$ cat src/rtl/catc_delay_arbiter.sv
// Round-robin arbiter for one shared long-latency resource. Drives RetroCATC Delay
// while an access is in flight, tracks stall debt and throttles non-urgent grants.
module catc_delay_arbiter #(
    parameter int unsigned NumReq   = 4,
    parameter int unsigned DebtBits = 16,
    parameter int unsigned MaxDebt  = 1024,
    parameter int unsigned LowWater = 256,
    parameter int unsigned MaxBusy  = 4096
) (
    input  logic                        i_clk,
    input  logic                        i_rst,
    input  logic                        i_ref_tick,
    input  logic                        i_catch_up_tick,
    input  logic [NumReq-1:0]           i_req,
    input  logic [NumReq-1:0]           i_urgent,
    input  logic                        i_done,
    input  logic                        i_timeout_clr,
    output logic [NumReq-1:0]           o_gnt,
    output logic                        o_start,
    output logic                        o_delay,
    output logic [DebtBits-1:0]         o_debt,
    output logic                        o_throttled,
    output logic                        o_timeout,
    output logic [$clog2(NumReq)-1:0]   o_timeout_id
);

    localparam int unsigned IdW   = $clog2(NumReq);
    localparam int unsigned BusyW = $clog2(MaxBusy);

    typedef enum logic {
        S_IDLE,
        S_BUSY
    } state_t;

    state_t                r_state;
    state_t                w_state_nxt;
    logic [IdW-1:0]        r_ptr;
    logic [IdW-1:0]        w_ptr_nxt;
    logic [BusyW-1:0]      r_busy_cnt;
    logic [BusyW-1:0]      w_busy_cnt_nxt;
    logic [NumReq-1:0]     r_gnt;
    logic [NumReq-1:0]     w_gnt_nxt;
    logic                  r_start;
    logic                  w_start_nxt;
    logic                  r_delay;
    logic [DebtBits-1:0]   r_debt;
    logic [DebtBits-1:0]   w_debt_nxt;
    logic                  r_throttled;
    logic                  w_throttled_nxt;
    logic                  r_timeout;
    logic [IdW-1:0]        r_timeout_id;
    logic                  w_timeout_set;
    logic [NumReq-1:0]     w_elig;
    logic                  w_found;
    logic [IdW-1:0]        w_pick;
    logic                  w_inc;
    logic                  w_dec;

    // Round-robin search starting just after the last granted requester
    always_comb begin
        w_elig  = i_req & (r_throttled ? i_urgent : {NumReq{1'b1}});
        w_found = 1'b0;
        w_pick  = r_ptr;
        for (int unsigned k = 1; k <= NumReq; k++) begin
            if (!w_found && w_elig[IdW'((32'(r_ptr) + k) % NumReq)]) begin
                w_found = 1'b1;
                w_pick  = IdW'((32'(r_ptr) + k) % NumReq);
            end
        end
    end

    always_comb begin
        w_state_nxt    = r_state;
        w_ptr_nxt      = r_ptr;
        w_busy_cnt_nxt = r_busy_cnt;
        w_gnt_nxt      = r_gnt;
        w_start_nxt    = 1'b0;
        w_timeout_set  = 1'b0;
        case (r_state)
            S_IDLE: begin
                if (w_found) begin
                    w_state_nxt    = S_BUSY;
                    w_ptr_nxt      = w_pick;
                    w_busy_cnt_nxt = '0;
                    w_gnt_nxt      = NumReq'(1) << w_pick;
                    w_start_nxt    = 1'b1;
                end
            end
            S_BUSY: begin
                if (i_done) begin
                    w_state_nxt = S_IDLE;
                    w_gnt_nxt   = '0;
                end else if (r_busy_cnt == BusyW'(MaxBusy - 1)) begin
                    w_state_nxt   = S_IDLE;
                    w_gnt_nxt     = '0;
                    w_timeout_set = 1'b1;
                end else begin
                    w_busy_cnt_nxt = r_busy_cnt + BusyW'(1);
                end
            end
            default: begin
                w_state_nxt = S_IDLE;
                w_gnt_nxt   = '0;
            end
        endcase
    end

    // Debt moves only when exactly one of accrue/repay is active; saturates both ends
    always_comb begin
        w_inc      = r_delay & i_ref_tick;
        w_dec      = i_catch_up_tick;
        w_debt_nxt = r_debt;
        if (w_inc && !w_dec && (r_debt != {DebtBits{1'b1}})) begin
            w_debt_nxt = r_debt + DebtBits'(1);
        end else if (w_dec && !w_inc && (r_debt != '0)) begin
            w_debt_nxt = r_debt - DebtBits'(1);
        end
        w_throttled_nxt = r_throttled;
        if (32'(r_debt) >= MaxDebt) begin
            w_throttled_nxt = 1'b1;
        end else if (32'(r_debt) < LowWater) begin
            w_throttled_nxt = 1'b0;
        end
    end

    always_ff @(posedge i_clk or posedge i_rst) begin
        if (i_rst) begin
            r_state      <= S_IDLE;
            r_ptr        <= IdW'(NumReq - 1);
            r_busy_cnt   <= '0;
            r_gnt        <= '0;
            r_start      <= 1'b0;
            r_delay      <= 1'b0;
            r_debt       <= '0;
            r_throttled  <= 1'b0;
            r_timeout    <= 1'b0;
            r_timeout_id <= '0;
        end else begin
            r_state     <= w_state_nxt;
            r_ptr       <= w_ptr_nxt;
            r_busy_cnt  <= w_busy_cnt_nxt;
            r_gnt       <= w_gnt_nxt;
            r_start     <= w_start_nxt;
            r_delay     <= (w_state_nxt == S_BUSY);
            r_debt      <= w_debt_nxt;
            r_throttled <= w_throttled_nxt;
            if (w_timeout_set) begin
                r_timeout    <= 1'b1;
                r_timeout_id <= r_ptr;
            end else if (i_timeout_clr) begin
                r_timeout <= 1'b0;
            end
        end
    end

    assign o_gnt        = r_gnt;
    assign o_start      = r_start;
    assign o_delay      = r_delay;
    assign o_debt       = r_debt;
    assign o_throttled  = r_throttled;
    assign o_timeout    = r_timeout;
    assign o_timeout_id = r_timeout_id;

endmodule
$ cat config.mk
export PLATFORM = sky130hd
export DESIGN_NAME = catc_delay_arbiter
export DESIGN_NICKNAME = d
export VERILOG_FILES = /design/src/rtl/catc_delay_arbiter.sv
export SDC_FILE = /design/constraint.sdc
export NUM_CORES = 1
export LEC_CHECK = 0
export ABC_AREA = 0
export ABC_CLOCK_PERIOD_IN_PS = 3300
export CORE_AREA = 2 2 74 76
export CTS_CLUSTER_SIZE = 25
export DETAILED_ROUTE_END_ITERATION = 16
export DIE_AREA = 0 0 76 78
export GPL_TIMING_DRIVEN = 0
export PLACE_DENSITY = 0.82
export SLEW_MARGIN = 10
export SYNTH_ARGS = -nofsm -noshare
export SYNTH_HDL_FRONTEND = slang
export SYNTH_SLANG_ARGS = --single-unit
$ cat constraint.sdc
create_clock -name i_clk -period 3.3 [get_ports i_clk]
set_input_delay 0.825 -clock i_clk [delete_from_list [all_inputs] [get_ports i_clk]]
set_output_delay 0.825 -clock i_clk [all_outputs]
set_load 0.02 [all_outputs]
==> impl_metrics.py, run 1 <==
metrics = {
    "floorplan": {
        "die_h_um": 78,
        "die_area_um2": 5930,
        "die_w_um": 76,
        "core_um2": 5040,
        "rows": 26,
        "start_util": 0.543,
        "num_io_pins": 40,
    },
    "clocking": {
        "cts_buffers": 5,
        "cts.clk_slew.worst_paths_ns": 0.08,
        "max-clock-path-buffers": 2,
        "h-tree-depth": 2,
        "cts_tree": "done",
        "postCtsHoldBufs": 0,
        "cts_root_buf": "clkbuf_8",
        "cts.sinks": 40,
        "worstSkewPairLatency_ns": 0.30,
    },
    "logic_synthesis": {
        "synth_top_area_share": 0.347,
        "syn_avg_cell_area_um2": 9.35,
        "synth_area_um2": 2740,
        "synth_cell_types": 59,
        "ys.flop_type": "dfrtp_1",
        "synth-seq-cells": 40,
        "synth.top_cells.by_count": "dfrtp_1 (38), nor2_1 (24), a21oi_1 (16), ha_1 (16), nand3_1 (16)",
        "yosys_warnings": 0,
        "synth_most_common_cell": "dfrtp_1",
        "yosys.area.top_type": "dfrtp_1",
        "syn_inst": 293,
        "synth_nets": 324,
        "async_flop_share": 1.00,
        "synth_edf_count": 0,
        "synth.area.top_cells": "dfrtp_1 (35%), ha_1 (7.3%), xor2_1 (3.8%)",
        "ys_seq_area_frac": 0.366,
    },
    "detailed_routing": {
        "drc": 0,
        "vias_per_cell": 6.28,
        "antenna_left": 0,
        "dr.pass1.iters": 4,
        "totalWireLength_mm": 7.28,
        "drt-initial-drc-count": 157,
        "wl_per_cell_um": 17.6,
        "num_vias": 2595,
    },
    "timing": {
        "hold_viol": 0,
        "slew_viol_final": 0,
        "rsz0062_at_grt": "true",
        "worst_slack_ns": -0.00569,
        "slew_headroom": 0.635,
        "fmax_ghz": 0.303,
        "hold_slack_ns": 0.493,
        "setup_viol": 1,
        "min_period_ns": 3.31,
        "fin_crit_sh": 1.00,
        "final.setup_skew_ns": 0.0106,
        "worst-slew-pin-transition_ns": 0.540,
    },
    "setup_path": {
        "r2r-start": "o_debt[9]",
        "cp_top_family": "buffers and inverters",
        "regToRegSetupSlack_ns": 0.19,
        "cp-startpoint": "i_ref_tick",
        "crit_required_ns": 3.48,
        "rr_worst_depth": 11,
        "cpMaxStageDelayCell": "clkdlybuf4s50_1",
        "rr_endpoint": "o_debt[12]",
        "crit_type": "input pin to flip-flop",
        "cp.arrival_ns": 3.49,
        "path_cells": "clkdlybuf4s50_1 > nand2_2 > or2_4 > or2_4 > buf_12 > ha_1 > a211oi_4 > buf_4 > o211ai_1 > nand4_1 > a21oi_1 > mux2_4",
        "crit_top_cell": "or2_4",
        "cp-start-kind": "input pin",
        "path_buf_inv": 3,
        "critPathMaxFanout": 12,
        "end_kind": "flip-flop",
        "slowest_delay_ns": 0.48,
    },
    "place": {
        "io_buffers": 39,
        "place.gp.congestion": 1.01,
        "hpwl_mm": 4.72,
    },
    "run": {
        "drv_cap": 0,
    },
    "layout": {
        "drive_gt1_frac": 0.169,
        "diodes": 0,
        "finalNetCount": 373,
        "final_util": 0.716,
        "syn2layout_area_growth_pct": 31.7,
    },
    "global_route": {
        "grt_overflow": 0,
        "grt_pass1_wl_mm": 11.6,
        "globalRouteTotalUtil": 0.239,
        "grt_pass1_vias": 2470,
        "antenna_found_initial": 0,
        "grt_max_degree": 34,
    },
    "power_and_ir_drop": {
        "irDropWorstVdd_mv": 0.719,
        "p_per_area_nw_per_um2": 1000,
        "finalPower_w": 0.00361,
        "p_leak_nw": 1.48,
    },
    "run_status": {
        "status": "complete, but fails checks",
        "failed_checks": "negative setup slack",
    },
    "min_path": {
        "holdPathStages": 2,
        "hold_start": "o_gnt[3]",
        "hold_class": "flip-flop to flip-flop",
        "min_to": "o_gnt[3]",
    },
}
## state kept, by name (all words and copies together), names as in the netlist
register	cells
o_debt	16
o_delay	1
o_gnt	4
o_start	1
o_throttled	1
o_timeout	1
o_timeout_id	2
r_busy_cnt	12
r_ptr	2
## how the worst max path moves through the flow
stage	endpoint	slack, ns	cells past startpoint
6_report	o_debt[9]	-0.006	12
5_1_grt	o_debt[9]	-0.08	12
4_1_cts	o_debt[12]	-0.04	11
3_5_place_dp	o_debt[12]	-0.69	11
3_3_place_gp	o_debt[12]	-0.64	11
2_1_floorplan	o_debt[14]	0.08	11
## power by group
group	leakage (nW)	internal, W	switching, W
clock	0.0541	0.000224	0.000185
combinational	0.922	0.00110	0.00118
sequential	0.504	0.000657	0.000262
total	1.48	0.00198	0.00163
## through the flow
step / area, µm² / setup TNS, ns / std cells / worst slack [ns]
final: 3610 / -0.00569 / 413 / -0.00569
after global routing: 3610 / -0.272 / 413 / -0.0830
after CTS: 3430 / -0.0796 / 410 / -0.0376
after detailed placement: 3240 / -6.08 / 403 / -0.691
after global placement: 3220 / -5.71 / 402 / -0.640
after floorplan: 2740 / 0 / 293 / 0.0771
## area by class of cell
cell class | instances | area (µm²)
multi-input cells | 234 | 1870
fillers | 369 | 1430
flip-flops and latches | 40 | 1000
repair buffers | 43 | 450
well taps | 70 | 87.6
clock buffers | 5 | 68.8
inverters | 13 | 48.8
clock inverters | 3 | 42.5
plain buffers | 5 | 35.0
## worst register-to-register path, stage by stage (launching register included)
cell       delay [ns]
dfrtp_1          0.53
nand4_1          0.15
nor4_1           0.48
or2_4            0.24
buf_12           0.17
inv_2            0.10
fa_2             0.36
nand2b_4         0.16
a21oi_4          0.21
o2111ai_1        0.19
and4_1           0.23
o31ai_1          0.21
## routing by layer
layer | vias up | GRT usage | share of wire
met4 | 0 | 0.0873 | 0.016
met2 | 113 | 0.413 | 0.51
met5 | - | 0 | 0
li1 | 1214 | - | -
met3 | 15 | 0.0465 | 0.063
met1 | 1253 | 0.299 | 0.41
## timing repair
item                                    CTS  global route
gates resized for setup                  18            23
buffers inserted                          0             2
endpoints found under the setup margin   11            11
gates cloned                              0             1
pin swaps                                 0             6
## cells by family after synthesis
kind of cell	count (synthesis)	share of synthesized area
AOI/OAI and AO/OA	89	0.230
xor gates and xnor gates	17	0.0544
adders and majority gates	17	0.0804
buffers and inverters	19	0.0265
DFF	40	0.366
muxes	7	0.0356
and+or+nand+nor	104	0.206
## layout by cell type (no fill, tap or decap), types with 7 or more instances in the layout
cell / netlist / final
xor2_1: 12 / 12
nand3_1: 16 / 16
o21ai_0: 15 / 13
clkdlybuf4s50_1: 0 / 39
nand2_1: 13 / 12
ha_4: 0 / 9
a21oi_1: 16 / 13
nand4_1: 9 / 9
ha_1: 16 / 7
dfrtp_1: 38 / 38
nor2_1: 24 / 24
inv_1: 12 / 11
(Power assumes the default switching activity.)
==> inputs of run 2 (changes only) <==
--- a/config.mk
+++ b/config.mk
@@ -7,12 +7,13 @@
 export LEC_CHECK = 0
 export ABC_AREA = 0
 export ABC_CLOCK_PERIOD_IN_PS = 3300
-export CORE_AREA = 2 2 74 76
+export CORE_AREA = 2 2 69 71
 export CTS_CLUSTER_SIZE = 25
 export DETAILED_ROUTE_END_ITERATION = 16
-export DIE_AREA = 0 0 76 78
+export DIE_AREA = 0 0 71 73
+export DONT_BUFFER_PORTS = 1
 export GPL_TIMING_DRIVEN = 0
-export PLACE_DENSITY = 0.82
+export PLACE_DENSITY = 0.81
 export SLEW_MARGIN = 10
 export SYNTH_ARGS = -nofsm -noshare
 export SYNTH_HDL_FRONTEND = slang
==> run 2 against run 1 <==
The run now ends clean. Clock power up 18%. Final area shrank 17%. Final cell count shrank 14%. Sequential cell count unchanged. Clock skew decreased by 0.0020 ns. Routed wire length down 12%. Core utilization fell by 5.2 points. First-iteration DRC count decreased by 13%. Die area shrank 13%. Worst hold slack worse by 0.093 ns. Count of clock-buffer cells in the layout increased by 1. Sequential share of layout area is 6.2 points higher. Largest power group unchanged. Highest routed layer unchanged.
==> impl_metrics.py, run 2 (synthesis results as in run 1) <==
metrics = {
    "setup_path": {
        "rr_worst_depth": 11,
        "end_kind": "flip-flop",
        "cp-start-kind": "flip-flop",
        "rr_endpoint": "o_debt[14]",
        "crit_required_ns": 3.50,
        "crit_type": "flip-flop to flip-flop",
        "cp-startpoint": "o_debt[2]",
        "r2r-start": "o_debt[2]",
        "regToRegSetupSlack_ns": 0.22,
        "critPathMaxFanout": 23,
        "cp.arrival_ns": 3.28,
    },
    "run": {
        "drv_cap": 0,
    },
    "global_route": {
        "globalRouteTotalUtil": 0.255,
        "grt_pass1_vias": 2364,
        "grt_overflow": 0,
        "grt_pass1_wl_mm": 10.6,
        "grt_max_degree": 24,
        "antenna_found_initial": 0,
    },
    "detailed_routing": {
        "wirelength_met1_mm": 2.64,
        "vias_per_cell": 6.83,
        "num_vias": 2433,
        "top_layer": "met4",
        "drt-initial-drc-count": 137,
        "antenna_left": 0,
        "totalWireLength_mm": 6.43,
        "wl_per_cell_um": 18.1,
        "wl_met2_mm": 3.26,
        "drc": 0,
        "met3_length_um": 395,
        "dr.pass1.iters": 4,
    },
    "floorplan": {
        "core_um2": 4540,
        "num_io_pins": 40,
        "rows": 25,
        "start_util": 0.604,
        "die_area_um2": 5180,
        "die_w_um": 71,
        "die_h_um": 73,
    },
    "layout": {
        "syn2layout_area_growth_pct": 9.96,
        "final_common_cell": "nor2_1",
        "layout_common_cells": "nor2_1 (24), dfrtp_1 (21), dfrtp_2 (17), nand3_1 (16), ha_1 (16)",
        "stdcell_count": 356,
        "finalNetCount": 332,
        "drive_gt1_frac": 0.156,
        "largest_reg_flops": 16,
        "diodes": 0,
    },
    "clocking": {
        "postCtsHoldBufs": 0,
        "h-tree-depth": 2,
        "cts.clk_slew.worst_paths_ns": 0.08,
        "max-clock-path-buffers": 2,
        "cts.sinks": 40,
        "worstSkewPairLatency_ns": 0.30,
        "cts_tree": "done",
        "cts_root_buf": "clkbuf_8",
        "cts_buffers": 5,
    },
    "timing": {
        "rsz0062_at_grt": "false",
        "fmax_ghz": 0.325,
        "slew_headroom": 0.587,
        "min_period_ns": 3.08,
        "worst-slew-pin-transition_ns": 0.611,
        "slew_viol_final": 0,
        "hold_viol": 0,
        "final.setup_skew_ns": 0.00858,
        "fin_crit_sh": 0.933,
        "setup_viol": 0,
    },
    "power_and_ir_drop": {
        "p_leak_nw": 1.28,
        "p_per_area_nw_per_um2": 1020,
        "finalPower_w": 0.00306,
        "irDropWorstVdd_mv": 0.689,
    },
    "place": {
        "hpwl_mm": 4.66,
        "place.gp.congestion": 0.888,
        "placed_cells": 348,
        "io_buffers": 0,
    },
    "min_path": {
        "hold_class": "input pin to async pin",
    },
    "run_status": {
        "status": "complete, no violations",
    },
}
run 2: cell types whose count changed in the layout (fill, tap and decap cells not counted), sizes merged:
cell | previous run | this run
clkdlybuf4s50 | 39 | 0
buf | 5 | 3
bufinv | 1 | 2
clkbuf | 9 | 10
clkinv | 1 | 0
clkinvlp | 1 | 0
run 2: worst max-delay path, stage by stage (launching register included):
cell and delay (ns):
dfrtp_2 0.48, nand4_1 0.14, nor4_2 0.35, or2_1 0.18, buf_6 0.22, ha_1 0.34, and3_1 0.21, clkbuf_1 0.17
and2_0 0.19, a22o_1 0.21, o31a_1 0.28, o31ai_1 0.22
run 2: timing repair:
action                                  4_1_cts  5_1_grt
gates resized for setup                       7       15
setup buffers                                 0        0
endpoints found under the setup margin        8       10
run 2: worst max path at each step:
| stage | end | slack, ns | cells after the start |
|---|---|---|---|
| after floorplan | o_debt[14] | 0.08 | 11 |
| after global placement | o_debt[12] | -0.24 | 11 |
| after detailed placement | o_debt[12] | -0.31 | 11 |
| after CTS | o_debt[12] | 0.01 | 11 |
| after global routing | o_debt[12] | 0.004 | 11 |
| final | o_debt[14] | 0.22 | 11 |
run 2: layout make-up:
type | instances | area, µm²
Buffer | 6 | 30.0
Clock buffer | 6 | 72.6
Clock inverter | 2 | 60.1
Fill cell | 387 | 1520
Inverter | 13 | 48.8
Multi-Input combinational cell | 234 | 1680
Sequential cell | 40 | 1020
Tap cell | 54 | 67.6
Timing Repair Buffer | 1 | 27.5
run 2: routing by layer:
layer | vias to the layer above | track usage
met5 | - | 0
met1 | 1209 | 0.296
met2 | 77 | 0.445
met3 | 16 | 0.0677
li1 | 1131 | -
met4 | 0 | 0.111
run 2: power breakdown:
| group | internal (W) | switching [W] | total, W |
|---|---|---|---|
| Combinational | 0.000662 | 0.000834 | 0.00150 |
| Sequential | 0.000678 | 0.000407 | 0.00109 |
| Clock | 0.000302 | 0.000180 | 0.000483 |
run 2: metrics by stage:
stage / setup TNS [ns] / hold WS (ns) / worst slack (ns) / area [µm²] / utilization
final: 0 / 0.400 / 0.220 / 3010 / 0.664
after global routing: 0 / 0.422 / 0.00367 / 3010 / 0.664
after CTS: 0 / 0.406 / 0.0118 / 2980 / 0.657
after detailed placement: -1.54 / 0.535 / -0.308 / 2830 / 0.625
after global placement: -1.01 / 0.516 / -0.243 / 2810 / 0.619
after floorplan: 0 / 0.498 / 0.0771 / 2740 / -
==> inputs of run 3 (changes only) <==
--- a/config.mk
+++ b/config.mk
@@ -7,12 +7,11 @@
 export LEC_CHECK = 0
 export ABC_AREA = 0
 export ABC_CLOCK_PERIOD_IN_PS = 3300
-export CORE_AREA = 2 2 69 71
+export CORE_AREA = 4 4 71 73
 export CTS_CLUSTER_SIZE = 25
 export DETAILED_ROUTE_END_ITERATION = 16
-export DIE_AREA = 0 0 71 73
+export DIE_AREA = 0 0 75 77
 export DONT_BUFFER_PORTS = 1
-export GPL_TIMING_DRIVEN = 0
 export PLACE_DENSITY = 0.81
 export SLEW_MARGIN = 10
 export SYNTH_ARGS = -nofsm -noshare
==> run 3 against run 2 <==
Core utilization rose by 4.4 points. Final area grew 2.4%. Routed wire length up 5.5%. Critical path depth fell by 2. Worst setup slack got worse by 0.025 ns. Sequential power fell by 27%. Maximum frequency shrank 0.79%. Sequential share of layout area decreased by 1.5 points. Clock skew about the same. Clock power shrank 18%. Combinational power is 29% higher. Largest cell class unchanged. Highest routed layer unchanged.
==> impl_metrics.py, run 3 (synthesis results as in run 1) <==
metrics = {
    "floorplan": {
        "core_um2": 4350,
        "rows": 24,
        "start_util": 0.629,
        "die_w_um": 75,
        "num_io_pins": 40,
        "die_h_um": 77,
        "die_area_um2": 5780,
    },
    "setup_path": {
        "regToRegSetupSlack_ns": 0.20,
        "r2r-start": "o_debt[2]",
        "end_kind": "flip-flop",
        "critPathMaxFanout": 16,
        "cp-start-kind": "flip-flop",
        "rr_endpoint": "o_debt[14]",
        "rr_worst_depth": 9,
        "crit_required_ns": 3.50,
        "cp.arrival_ns": 3.30,
        "crit_type": "flip-flop to flip-flop",
    },
    "timing": {
        "hold_viol": 0,
        "worst-slew-pin-transition_ns": 0.773,
        "setup-tns-final_ns": 0,
        "hold_slack_ns": 0.548,
        "fmax_ghz": 0.322,
        "final.setup_skew_ns": 0.00820,
        "min_period_ns": 3.10,
        "rsz0062_at_grt": "false",
        "slew_headroom": 0.484,
        "slew_viol_final": 0,
        "setup_viol": 0,
        "fin_crit_sh": 0.941,
    },
    "layout": {
        "drive_gt1_frac": 0.162,
        "nFillCells": 347,
        "layout_common_cells": "dfrtp_1 (38), buf_4 (26), nor2_1 (24)",
        "syn2layout_area_growth_pct": 12.6,
        "largest_reg_flops": 16,
        "final_util": 0.708,
        "finalNetCount": 351,
        "diodes": 0,
        "final_common_cell": "dfrtp_1",
    },
    "clocking": {
        "cts_root_buf": "clkbuf_8",
        "postCtsHoldBufs": 0,
        "cts_buffers": 5,
        "h-tree-depth": 2,
        "cts_tree": "done",
        "worstSkewPairLatency_ns": 0.30,
        "cts.sinks": 40,
        "max-clock-path-buffers": 2,
        "cts.clk_slew.worst_paths_ns": 0.08,
    },
    "place": {
        "place.gp.congestion": 0.922,
        "io_buffers": 0,
        "hpwl_mm": 5.28,
    },
    "run_status": {
        "status": "complete, no violations",
    },
    "global_route": {
        "grt_pass1_vias": 2371,
        "globalRouteTotalUtil": 0.249,
        "grt_max_degree": 21,
        "grt_pass1_wl_mm": 11.2,
        "antenna_found_initial": 0,
        "grt_overflow": 0,
    },
    "detailed_routing": {
        "vias_per_cell": 6.57,
        "num_vias": 2450,
        "totalWireLength_mm": 6.78,
        "wl_per_cell_um": 18.2,
        "drt-initial-drc-count": 195,
        "drc": 0,
        "antenna_left": 0,
        "dr.pass1.iters": 6,
    },
    "power_and_ir_drop": {
        "p_per_area_nw_per_um2": 1020,
        "irDropWorstVdd_mv": 0.522,
        "p_leak_nw": 1.38,
    },
    "min_path": {
        "hold_class": "input pin to async pin",
    },
    "run": {
        "drv_cap": 0,
    },
}
## run 3: cell types whose count changed in the layout (fill, tap and decap cells not counted), sizes merged
cell	previous run	this run
buf	3	26
bufinv	2	1
clkbuf	10	6
clkinv	0	1
## run 3: per-layer routing
metal	wire length, µm	global-route usage	part of all wire	vias up
met5	0	0	0	-
met4	170	0.110	0.025	0
met3	493	0.0732	0.073	18
met2	3320	0.406	0.49	93
met1	2800	0.296	0.41	1171
li1	-	-	-	1168
## run 3: repair_timing
action	CTS	global route
endpoints found under the setup margin	0	8
gates resized for setup	0	1
buffers inserted	0	0
## run 3: worst max path at each step
stage | start | endpoint | slack [ns] | cells after the start
floorplan | i_ref_tick | o_debt[14] | 0.08 | 11
global placement | i_ref_tick | o_debt[14] | -0.04 | 9
detailed placement | i_ref_tick | o_debt[14] | -0.12 | 9
CTS | o_debt[2] | o_debt[14] | 0.03 | 9
global route | o_debt[2] | o_debt[14] | 0.06 | 9
finish | o_debt[2] | o_debt[14] | 0.20 | 9
## run 3: area by class of cell
type / instances / area (µm²) / area share
Multi-Input combinational cell: 234 / 1660 / 0.539
Sequential cell: 40 / 1000 / 0.325
Tap cell: 52 / 65.1 / 0.0211
Clock inverter: 2 / 35.0 / 0.0114
Clock buffer: 6 / 72.6 / 0.0235
Inverter: 13 / 48.8 / 0.0158
Timing Repair Buffer: 26 / 195 / 0.0633
## run 3: metrics by stage
step | power [W] | setup WS (ns) | cells | cell area (µm²)
after floorplan | 0.00218 | 0.0771 | 293 | 2740
after global placement | 0.00268 | -0.0436 | 365 | 2980
after detailed placement | 0.00273 | -0.115 | 365 | 2980
after CTS | 0.00312 | 0.0336 | 373 | 3080
after global routing | 0.00337 | 0.0617 | 373 | 3080
final | 0.00313 | 0.195 | 373 | 3080
## run 3: report_power, final
| part | switching [W] | internal [W] | total [W] |
|---|---|---|---|
| logic | 0.00113 | 0.000802 | 0.00194 |
| registers | 0.000141 | 0.000658 | 0.000800 |
| clock network | 0.000172 | 0.000224 | 0.000396 |
## run 3: critical path: stages, from the launching register on
cell	delay, ns
dfrtp_1	0.38
nand4_1	0.11
nor4_1	0.44
or2_2	0.43
ha_1	0.37
a21oi_1	0.25
o21ai_0	0.24
a22o_1	0.26
o31a_1	0.28
o31ai_1	0.25
